<file path="config.mk">
export PLATFORM = sky130hd
export DESIGN_NAME = psram_responder
export DESIGN_NICKNAME = d
export VERILOG_FILES = /design/src/rtl/psram_pkg.sv /design/src/rtl/psram_edge_sync.sv /design/src/rtl/psram_responder.sv
export SDC_FILE = /design/constraint.sdc
export NUM_CORES = 1
export LEC_CHECK = 0
export BUFFER_PORTS_ARGS = -buffer_cell sky130_fd_sc_hd__buf_4
export CAP_MARGIN = 10
export CORE_MARGIN = 2
export CORE_UTILIZATION = 40
export CTS_BUF_LIST = sky130_fd_sc_hd__clkbuf_2 sky130_fd_sc_hd__clkbuf_4 sky130_fd_sc_hd__clkbuf_8
export CTS_CLUSTER_SIZE = 25
export DETAILED_ROUTE_END_ITERATION = 12
export PLACE_DENSITY = 0.65
export SETUP_SLACK_MARGIN = 0.05
export SLEW_MARGIN = 15
export SYNTH_ARGS = -nofsm -noshare
export SYNTH_HDL_FRONTEND = slang
export SYNTH_SLANG_ARGS = --single-unit
</file>
<file path="constraint.sdc">
create_clock -name mem_clk -period 6.11 [get_ports mem_clk]
set_input_delay 0.611 -clock mem_clk [delete_from_list [all_inputs] [get_ports mem_clk]]
set_output_delay 0.611 -clock mem_clk [all_outputs]
set_load 0.05 [all_outputs]
</file>
<file path="src/rtl/psram_pkg.sv">
// Shared opcodes, FSM state encoding and address helpers for the PSRAM responder.
package psram_pkg;

  localparam int unsigned ADDR_W = 24;
  localparam int unsigned DATA_W = 8;
  localparam int unsigned SIO_W  = 4;
  localparam int unsigned CNT_W  = 8;
  localparam int unsigned ID_W   = 64;

  localparam logic [7:0] OP_RST_EN  = 8'h66;
  localparam logic [7:0] OP_RST     = 8'h99;
  localparam logic [7:0] OP_QPI_EN  = 8'h35;
  localparam logic [7:0] OP_QPI_EX  = 8'hF5;
  localparam logic [7:0] OP_READ_ID = 8'h9F;
  localparam logic [7:0] OP_QREAD   = 8'hEB;
  localparam logic [7:0] OP_QWRITE  = 8'h38;

  typedef enum logic [2:0] {
    IDLE,
    CMD,
    ADDR,
    WAIT,
    RDATA,
    WDATA,
    IDOUT,
    IGNORE
  } state_e;

  // Increment only the in-page bits selected by mask; upper bits stay fixed.
  function automatic logic [ADDR_W-1:0] page_inc(input logic [ADDR_W-1:0] addr,
                                                 input logic [ADDR_W-1:0] mask);
    return (addr & ~mask) | ((addr + ADDR_W'(1)) & mask);
  endfunction

endpackage

</file>
<file path="src/rtl/psram_edge_sync.sv">
// Two-flop synchronizers for the serial pads plus sclk/ce edge detection.
module psram_edge_sync
  import psram_pkg::*;
(
  input  logic             mem_clk,
  input  logic             reset_n,
  input  logic             psram_sclk,
  input  logic             psram_ce,
  input  logic [SIO_W-1:0] sio_i,
  output logic [SIO_W-1:0] sio_sync,
  output logic             sclk_rise_c,
  output logic             sclk_fall_c,
  output logic             ce_rise_c,
  output logic             ce_fall_c
);

  logic [1:0]       sclk_ff;
  logic [1:0]       ce_ff;
  logic [SIO_W-1:0] sio_ff;
  logic             sclk_prev;
  logic             ce_prev;

  // Synchronizer chains; idle values are ce high, sclk low.
  always_ff @(posedge mem_clk or negedge reset_n) begin
    if (!reset_n) begin
      sclk_ff   <= 2'b00;
      ce_ff     <= 2'b11;
      sio_ff    <= '0;
      sio_sync  <= '0;
      sclk_prev <= 1'b0;
      ce_prev   <= 1'b1;
    end else begin
      sclk_ff   <= {sclk_ff[0], psram_sclk};
      ce_ff     <= {ce_ff[0], psram_ce};
      sio_ff    <= sio_i;
      sio_sync  <= sio_ff;
      sclk_prev <= sclk_ff[1];
      ce_prev   <= ce_ff[1];
    end
  end

  // Edges come from the newest synchronized sample and the one before it.
  assign sclk_rise_c = sclk_ff[1] & ~sclk_prev;
  assign sclk_fall_c = ~sclk_ff[1] & sclk_prev;
  assign ce_rise_c   = ce_ff[1] & ~ce_prev;
  assign ce_fall_c   = ~ce_ff[1] & ce_prev;

endmodule

</file>
<file path="src/rtl/psram_responder.sv">
// PSRAM target model: SPI/QPI command decode, ID read, quad read/write to a byte store.
module psram_responder
  import psram_pkg::*;
#(
  parameter int unsigned    WAIT_CYCLES = 6,
  parameter logic [ID_W-1:0] ID_VALUE   = 64'h0D5D_5A5A_0000_0000,
  parameter int unsigned    PAGE_BITS   = 10
) (
  input  logic              mem_clk,
  input  logic              reset_n,
  input  logic              psram_sclk,
  input  logic              psram_ce,
  input  logic [SIO_W-1:0]  sio_i,
  output logic [SIO_W-1:0]  sio_o,
  output logic [SIO_W-1:0]  sio_oe,
  output logic [ADDR_W-1:0] mem_addr,
  output logic [DATA_W-1:0] mem_wdata,
  output logic              mem_we,
  output logic              mem_re,
  input  logic [DATA_W-1:0] mem_rdata,
  output logic              qpi_mode
);

  localparam logic [ADDR_W-1:0] PAGE_MASK = ADDR_W'((64'd1 << PAGE_BITS) - 64'd1);
  localparam logic [CNT_W-1:0]  WAIT_LAST = CNT_W'(WAIT_CYCLES - 1);

  logic [SIO_W-1:0] sio_sync;
  logic             sclk_rise_c;
  logic             sclk_fall_c;
  logic             ce_rise_c;
  logic             ce_fall_c;

  psram_edge_sync u_sync (
    .mem_clk     (mem_clk),
    .reset_n     (reset_n),
    .psram_sclk  (psram_sclk),
    .psram_ce    (psram_ce),
    .sio_i       (sio_i),
    .sio_sync    (sio_sync),
    .sclk_rise_c (sclk_rise_c),
    .sclk_fall_c (sclk_fall_c),
    .ce_rise_c   (ce_rise_c),
    .ce_fall_c   (ce_fall_c)
  );

  state_e            state, state_nxt;
  logic [CNT_W-1:0]  cnt, cnt_nxt;
  logic [ADDR_W-1:0] sh, sh_nxt;
  logic [7:0]        op, op_nxt;
  logic              half, half_nxt;
  logic [SIO_W-1:0]  nib, nib_nxt;
  logic [DATA_W-1:0] rbyte, rbyte_nxt;
  logic              re_d, re_d_nxt;
  logic [ID_W-1:0]   id_sh, id_sh_nxt;
  logic              armed, armed_nxt;
  logic              pend, pend_nxt;
  logic              pend_val, pend_val_nxt;
  logic              qpi_nxt;
  logic [SIO_W-1:0]  sio_o_nxt, sio_oe_nxt;
  logic [ADDR_W-1:0] addr_nxt;
  logic [DATA_W-1:0] wdata_nxt;
  logic              we_nxt, re_nxt;
  logic [ADDR_W-1:0] shift_in;
  logic [CNT_W-1:0]  cmd_last, addr_last;

  // State and datapath registers.
  always_ff @(posedge mem_clk or negedge reset_n) begin
    if (!reset_n) begin
      state     <= IDLE;
      cnt       <= '0;
      sh        <= '0;
      op        <= '0;
      half      <= 1'b0;
      nib       <= '0;
      rbyte     <= '0;
      re_d      <= 1'b0;
      id_sh     <= '0;
      armed     <= 1'b0;
      pend      <= 1'b0;
      pend_val  <= 1'b0;
      qpi_mode  <= 1'b0;
      sio_o     <= '0;
      sio_oe    <= '0;
      mem_addr  <= '0;
      mem_wdata <= '0;
      mem_we    <= 1'b0;
      mem_re    <= 1'b0;
    end else begin
      state     <= state_nxt;
      cnt       <= cnt_nxt;
      sh        <= sh_nxt;
      op        <= op_nxt;
      half      <= half_nxt;
      nib       <= nib_nxt;
      rbyte     <= rbyte_nxt;
      re_d      <= re_d_nxt;
      id_sh     <= id_sh_nxt;
      armed     <= armed_nxt;
      pend      <= pend_nxt;
      pend_val  <= pend_val_nxt;
      qpi_mode  <= qpi_nxt;
      sio_o     <= sio_o_nxt;
      sio_oe    <= sio_oe_nxt;
      mem_addr  <= addr_nxt;
      mem_wdata <= wdata_nxt;
      mem_we    <= we_nxt;
      mem_re    <= re_nxt;
    end
  end

  // Next-state, transfer sequencing and pad/memory outputs.
  always_comb begin
    state_nxt    = state;
    cnt_nxt      = cnt;
    sh_nxt       = sh;
    op_nxt       = op;
    half_nxt     = half;
    nib_nxt      = nib;
    rbyte_nxt    = rbyte;
    re_d_nxt     = mem_re;
    id_sh_nxt    = id_sh;
    armed_nxt    = armed;
    pend_nxt     = pend;
    pend_val_nxt = pend_val;
    qpi_nxt      = qpi_mode;
    sio_o_nxt    = sio_o;
    sio_oe_nxt   = sio_oe;
    addr_nxt     = mem_addr;
    wdata_nxt    = mem_wdata;
    we_nxt       = 1'b0;
    re_nxt       = 1'b0;

    shift_in  = qpi_mode ? {sh[ADDR_W-5:0], sio_sync} : {sh[ADDR_W-2:0], sio_sync[0]};
    cmd_last  = qpi_mode ? CNT_W'(1) : CNT_W'(7);
    addr_last = qpi_mode ? CNT_W'(5) : CNT_W'(23);

    // Read data arrives one cycle after the strobe.
    if (re_d) begin
      rbyte_nxt = mem_rdata;
    end
    // Advance the write pointer the cycle after each write strobe.
    if (mem_we) begin
      addr_nxt = page_inc(mem_addr, PAGE_MASK);
    end

    if (ce_rise_c) begin
      state_nxt  = IDLE;
      sio_oe_nxt = '0;
      sio_o_nxt  = '0;
      if (pend) begin
        qpi_nxt  = pend_val;
        pend_nxt = 1'b0;
      end
    end else if (ce_fall_c) begin
      state_nxt  = CMD;
      cnt_nxt    = '0;
      sio_oe_nxt = '0;
    end else begin
      case (state)
        CMD: begin
          if (sclk_rise_c) begin
            sh_nxt  = shift_in;
            cnt_nxt = cnt + CNT_W'(1);
            if (cnt == cmd_last) begin
              cnt_nxt   = '0;
              op_nxt    = shift_in[7:0];
              armed_nxt = 1'b0;
              state_nxt = IGNORE;
              case (shift_in[7:0])
                OP_RST_EN: armed_nxt = 1'b1;
                OP_RST: begin
                  if (armed) begin
                    pend_nxt     = 1'b1;
                    pend_val_nxt = 1'b0;
                  end
                end
                OP_QPI_EN: begin
                  pend_nxt     = 1'b1;
                  pend_val_nxt = 1'b1;
                end
                OP_QPI_EX: begin
                  pend_nxt     = 1'b1;
                  pend_val_nxt = 1'b0;
                end
                OP_READ_ID: begin
                  if (!qpi_mode) state_nxt = ADDR;
                end
                OP_QREAD, OP_QWRITE: begin
                  if (qpi_mode) state_nxt = ADDR;
                end
                default: ;
              endcase
            end
          end
        end
        ADDR: begin
          if (sclk_rise_c) begin
            sh_nxt  = shift_in;
            cnt_nxt = cnt + CNT_W'(1);
            if (cnt == addr_last) begin
              cnt_nxt  = '0;
              half_nxt = 1'b0;
              if (op == OP_READ_ID) begin
                state_nxt = IDOUT;
                id_sh_nxt = ID_VALUE;
              end else begin
                addr_nxt = shift_in;
                if (op == OP_QREAD) begin
                  re_nxt = 1'b1;
                  if (WAIT_CYCLES == 0) state_nxt = RDATA;
                  else                  state_nxt = WAIT;
                end else begin
                  state_nxt = WDATA;
                end
              end
            end
          end
        end
        WAIT: begin
          if (sclk_rise_c) begin
            cnt_nxt = cnt + CNT_W'(1);
            if (cnt == WAIT_LAST) begin
              cnt_nxt   = '0;
              state_nxt = RDATA;
            end
          end
        end
        RDATA: begin
          if (sclk_fall_c) begin
            sio_oe_nxt = '1;
            if (!half) begin
              // Present the high nibble, keep the low one, prefetch the next byte.
              sio_o_nxt = rbyte[7:4];
              nib_nxt   = rbyte[3:0];
              re_nxt    = 1'b1;
              addr_nxt  = page_inc(mem_addr, PAGE_MASK);
              half_nxt  = 1'b1;
            end else begin
              sio_o_nxt = nib;
              half_nxt  = 1'b0;
            end
          end
        end
        WDATA: begin
          if (sclk_rise_c) begin
            if (!half) begin
              nib_nxt  = sio_sync;
              half_nxt = 1'b1;
            end else begin
              wdata_nxt = {nib, sio_sync};
              we_nxt    = 1'b1;
              half_nxt  = 1'b0;
            end
          end
        end
        IDOUT: begin
          if (sclk_fall_c) begin
            sio_oe_nxt = 4'b0010;
            sio_o_nxt  = {2'b00, id_sh[ID_W-1], 1'b0};
            id_sh_nxt  = {id_sh[ID_W-2:0], 1'b0};
          end
        end
        default: ;
      endcase
    end
  end

endmodule

</file>
Word-level counts from Yosys, hierarchy flattened
Cells that the tools add are included.
- output and inout port bits: 43
- memory bits (read-only): 0
- input port bits: 16
- flip-flop bits (word level): 180
- bits in writable memories: 0
- memories: 0
- logic and storage cells: 192
- bits in latches: 0
- muxes and demuxes: 84
- bitwise logic cells: 11
- shifts and indexed selects: 0
- equal/unequal tests: 42
- multiply operators: 0
- magnitude comparators: 0
- div/mod/pow operators: 0
- add/subtract/negate cells: 2
- reduce and logical (&&, ||, !) cells: 28
- operators with widths (cell ; number):
    $mux W64 ; 4
    $mux W24 ; 9
    $pmux W64 S2 ; 1
    $mux W8 ; 7
    $mux W4 ; 13
    $eq A8 B8 Y1 const B ; 6
    $pmux W24 S2 ; 1
    $mux W3 ; 13
    $reduce_and A7 Y1 ; 5
    $ne A4 B4 Y1 const B ; 8
    $mux W1 ; 25
    $or A24 B10 Y24 ; 1
    $pmux W4 S2 ; 3
    $pmux W8 S3 ; 1
    $ne A2 B2 Y1 const B ; 10
    $ne A3 B3 Y1 const B ; 6
    $eq A8 B6 Y1 const B ; 2
    $reduce_and A5 Y1 ; 3
    $reduce_bool A3 Y1 ; 4
    $add A10 B1 Y10 const B ; 1
    $reduce_bool A2 Y1 ; 5
    $eq A3 B3 Y1 const B ; 3
    $pmux W3 S3 ; 1
    $add A8 B1 Y8 const B ; 1
    other kinds (19) ; 34

Logic depth before layout (Yosys ltp)
- word-level depth: 9
- mapped depth: 10

Cells and area by module
A second synthesis with hierarchy kept.
- cell total of the unflattened synthesis: 666
- area total of the unflattened synthesis: 6929.1 µm²
- by module, submodules not included (module ; cells an instance ; area each (µm²) ; instances):
    psram_responder ; 648 ; 6540.0 ; 1
    psram_edge_sync ; 18 ; 389.1 ; 1

Least setup slack after synthesis
Ideal clock, no wire load.
- path kind: register to register
- from: register u_sync.ce_ff[1]
- to: register pend_val
- clock period less this slack: 2499 ps
- path slack: 3611 ps
- arrival time: 2371 ps
- stages on the path, launching flop included: 10
- cells stage by stage: dfstp_2 inv_1 ha_1 clkbuf_1 nor2_2 nand2_1 or4_1 buf_4 nor2b_2 mux2_1
- longest elaborated chain between the ends: 4
- elaborated cells between the ends (all ways): 6
- RTL lines (element ; RTL line ; text):
    start, declared ; psram_edge_sync.sv:18 ; logic [1:0] ce_ff;
    start signal, assigned ; psram_edge_sync.sv:34 ; ce_ff <= {ce_ff[0], psram_ce};
    $not A1 Y1 ; psram_edge_sync.sv:46 ; assign ce_fall_c = ~ce_ff[1] & ce_prev;
    $and A1 B1 Y1 ; psram_edge_sync.sv:46 ;
    $not A1 Y1 (no source line) ; -- ;
    $reduce_and A7 Y1 (no source line) * ; -- ;
    end signal, assigned ; psram_responder.sv:100 ; pend_val <= pend_val_nxt;
    end, declared ; psram_responder.sv:57 ; logic pend_val, pend_val_nxt;
Every way passes the cells marked *; elsewhere a longest branch is shown, timed or not.
A chain may end at the register's enable or synchronous reset.

Worst setup path in the final report
- from: register u_sync.ce_prev
- to: register pend_val
- longest elaborated chain between the ends: 4
- elaborated cells between the ends (all ways): 6
- RTL lines (element ; RTL line ; text):
    start, declared ; psram_edge_sync.sv:21 ; logic ce_prev;
    start signal, assigned ; psram_edge_sync.sv:38 ; ce_prev <= ce_ff[1];
    $not A1 Y1 ; psram_edge_sync.sv:45 ; assign ce_rise_c = ce_ff[1] & ~ce_prev;
    $and A1 B1 Y1 ; psram_edge_sync.sv:45 ;
    $not A1 Y1 (no source line) ; -- ;
    $reduce_and A7 Y1 (no source line) * ; -- ;
Marked as above.

==> key figures <==
Worst setup path
  • Crit path DAT: between 3000 and 4000 ps
  • Worst-path fanout max: 19
  • CP delay by family, top: simple AND/OR/NAND/NOR gates
  • CP Data Required Time: 6440 ps
  • CP Capture Type: flip-flop
  • WP buf/inv: 1
  • Largest stage delay on the critical path: 880 ps
  • Critical path launch point type: flip-flop
  • Crit Path Class: flip-flop to flip-flop
  • Slowest stage cell, crit path: or4_1
  • Cell Chain, Critical Path: inv_1, ha_1, nor2_2, nand2_1, or4_1, nor2b_2, mux2_1

Clocking
  • Post-CTS Setup Inserts: 0
  • Clock Path Buffers: 2
  • Root Driver: clkbuf_8
  • TritonCTS sink count: 145
  • CTS tree: done
  • Post-cts sizing count: 0
  • Clk pin slew, worst setup/hold paths: about 80 ps
  • CTS Buf Count: 17
  • CTS Hold Bufs: 0
  • Clk Latency, worst-skew pair: 440 ps
  • CTS H-tree depth: 4

Synthesis
  • Synth area leaders: dfrtp_1, mux2_2, nand2_1
  • Share of the yosys chip area belonging to registers: 51.1%
  • Post-Syn Area: 0.00711 mm^2
  • Ys Warns: 0
  • Area leader, netlist: dfrtp_1
  • Ys async rst share: 100%
  • Netlist cell types: 72
  • Share of the synthesized area in the top cell type: 50.0%
  • Synthesized area per cell: 10.3 um^2
  • Yosys reg bits: 145
  • Synth Flop Type: dfrtp_1
  • Cells after Synth: 687
  • EDFF count, synth: 0
  • Syn nets: 708

Detailed routing
  • Via Count: around 5400
  • Final WL: 16.3 mm
  • Drt pass-1 iters: 5
  • Post-DRT Antenna Nets: 0
  • DRT iter0 DRCs: 463
  • DR vias/cell: about 5.6
  • DR WL/cell: about 17 um
  • DRC: 0

STA
  • Slew headroom: 24.4%
  • Setup violations, final: 0
  • Fin. Hold Viols: 0
  • Max Clk Rate: 0.323 GHz
  • Setup TNS: 0 ps
  • Final Max Slew Viols: 0
  • Worst-Margin Slew: 1130 ps
  • Clock Skew: 9.48 ps
  • RSZ-0062 raised after global routing: no
  • Final period utilization: 50.7%
  • Tmin final: 3100 ps

Floorplan
  • Die Y: approximately 140 um
  • Starting Density: around 41%
  • Ports: 59
  • Chip width: 137 um
  • Die ar.: 0.0189 mm^2
  • Core area: between 0.015 and 0.02 mm^2
  • Cell Rows: between 40 and 50

Job
  • Max-Cap Viols: 0

Power
  • Tot Pwr: 2.93 mW
  • Max VDD drop: between 150 and 200 uV
  • Switch share: a little under two fifths
  • Leakage: 3.70 nW
  • Clock power share: between 20% and 30%
  • Cell Pwr Density: 364 mW/mm^2
  • Sequential share of power: 47.0%
  • Sw Pwr: approximately 1.1 mW
  • Power Internal: 1.86 mW
  • Combinational share of power: 27.0%

Worst hold path
  • Worst hold-check path type: primary input to async pin

Cells and area
  • Share of layout cells above drive strength 1: 21.8%
  • ANT cells: 0
  • Area Overhead vs Synth: 13.6%
  • # fillers: 1582
  • Fin cells: 959
  • Final #Nets: 742

Global routing
  • Met3 GRT Util: 4.86%
  • Grt peak-use layer: met2
  • First-pass GRT wire length: 27.2 mm
  • Overall Global Routing Usage: 18.5%
  • Routing usage on met1: 25.3%
  • Antenna violations before repair: 0
  • Global route total overflow: 0
  • Largest net degree at the start of global routing: 76
  • Met2 Usage GRT: 28.7%
  • Vias in the first global route: 5282

Placement
  • DP Wirelength: 11.1 mm
  • Dpl cells: 927
  • Placer Congestion: 0.875
  • Port Buffers: 58

Outcome
  • Outcome: completed
routing by layer:
layer | wire length [um] | vias up
met4 | 233 | 0
met1 | 7490 | 2658
met2 | 7810 | 165
met3 | 796 | 19
li1 | - | 2546
met5 | 0 | -
Yosys cell counts (4+ instances only):
library cell,n
o41ai_1,4
ha_1,5
and3b_1,6
clkbuf_1,21
o211ai_1,5
buf_1,4
xor2_1,9
inv_1,12
buf_2,17
and3_1,8
a211oi_1,4
buf_4,4
nand3_1,28
nor2_1,26
mux2i_1,17
xnor2_1,9
o21ai_1,23
nor3b_1,7
a22o_1,17
o21ai_0,19
dfrtp_1,142
nor3_2,4
nor2b_1,7
a21oi_1,36
nor3_1,14
o22ai_1,4
nand4_1,8
nor4_1,8
mux2_2,48
nand2_1,98
nand2b_1,6
kinds of logic after synthesis:
| group | synth area share (%) |
|---|---|
| compound gates | 13.4 |
| xor+xnor | 2.22 |
| mux | 10.5 |
| fa+ha+maj | 0.880 |
| buf+inv | 3.57 |
| flops | 51.1 |
| simple gates | 18.3 |
cells in the final DEF, fill, tap and decap left out, drive strengths merged, types with 9 or more instances in the layout:
cell    instances
dfrtp         142
nand2          98
buf            61
mux2           51
o21ai          42
a21oi          36
nand3          28
nor2           27
clkbuf         23
nor3           18
mux2i          17
a22o           17
inv            13
nor4           10
xnor2           9
xor2            9
cell type report:
class	instances	area (um^2)	share of cell area, %
clock inverters	9	106	1.32
well taps	225	282	3.49
repair buffers	61	462	5.72
inverters	12	45.0	0.558
multi-input cells	484	3250	40.2
clock buffers	23	298	3.69
flip-flops and latches	145	3630	45.0
worst paths after layout:
path	startpoint	to	slack [ps]	cells after the start
min in group mem_clk	sio_i[1]	u_sync.sio_ff[1]$_DFF_PN0_	280	1
setup / recovery	u_sync.ce_prev$_DFF_PN1_	pend_val$_DFFE_PN0P_	3010	7
setup reg to reg	u_sync.ce_prev$_DFF_PN1_	pend_val$_DFFE_PN0P_	3010	7
hold reg to reg	u_sync.sclk_ff[0]$_DFF_PN0_	u_sync.sclk_ff[1]$_DFF_PN0_	350	0
hold / removal	reset_n	cnt[7]$_DFFE_PN0P_	170	1
max in group asynchronous	reset_n	id_sh[56]$_DFFE_PN0P_	4540	2
stage by stage:
| step | instance area (um^2) | setup slack [ps] | hold WS (ps) | util [%] |
|---|---|---|---|---|
| floorplan | 7110 | 3610 | 315 | - |
| global placement | 7660 | 3090 | 336 | 44.1 |
| detailed placement | 7660 | 3050 | 339 | 44.1 |
| CTS | 8070 | 3010 | 179 | 46.5 |
| global route | 8070 | 2690 | 209 | 46.5 |
| finish | 8070 | 3010 | 170 | 46.5 |
registers in the layout (all words and copies together), names as in the netlist, 2 cells and up:
name             count
sio_o                4
sh                  23
cnt                  8
mem_addr            24
u_sync.ce_ff         2
id_sh               31
mem_wdata            8
op                   8
u_sync.sio_sync      4
state                3
u_sync.sio_ff        4
nib                  4
sio_oe               2
rbyte                8
u_sync.sclk_ff       2
power groups by stage:
| stage | logic (mW) | clock network, mW | registers (mW) |
|---|---|---|---|
| floorplan | 0.544 | 0 | 1.39 |
| global placement | 0.774 | 0 | 1.39 |
| detailed placement | 0.789 | 0 | 1.39 |
| CTS | 0.792 | 0.788 | 1.38 |
| global route | 0.875 | 0.833 | 1.41 |
| finish | 0.792 | 0.763 | 1.38 |
(Power assumes the default switching activity.)
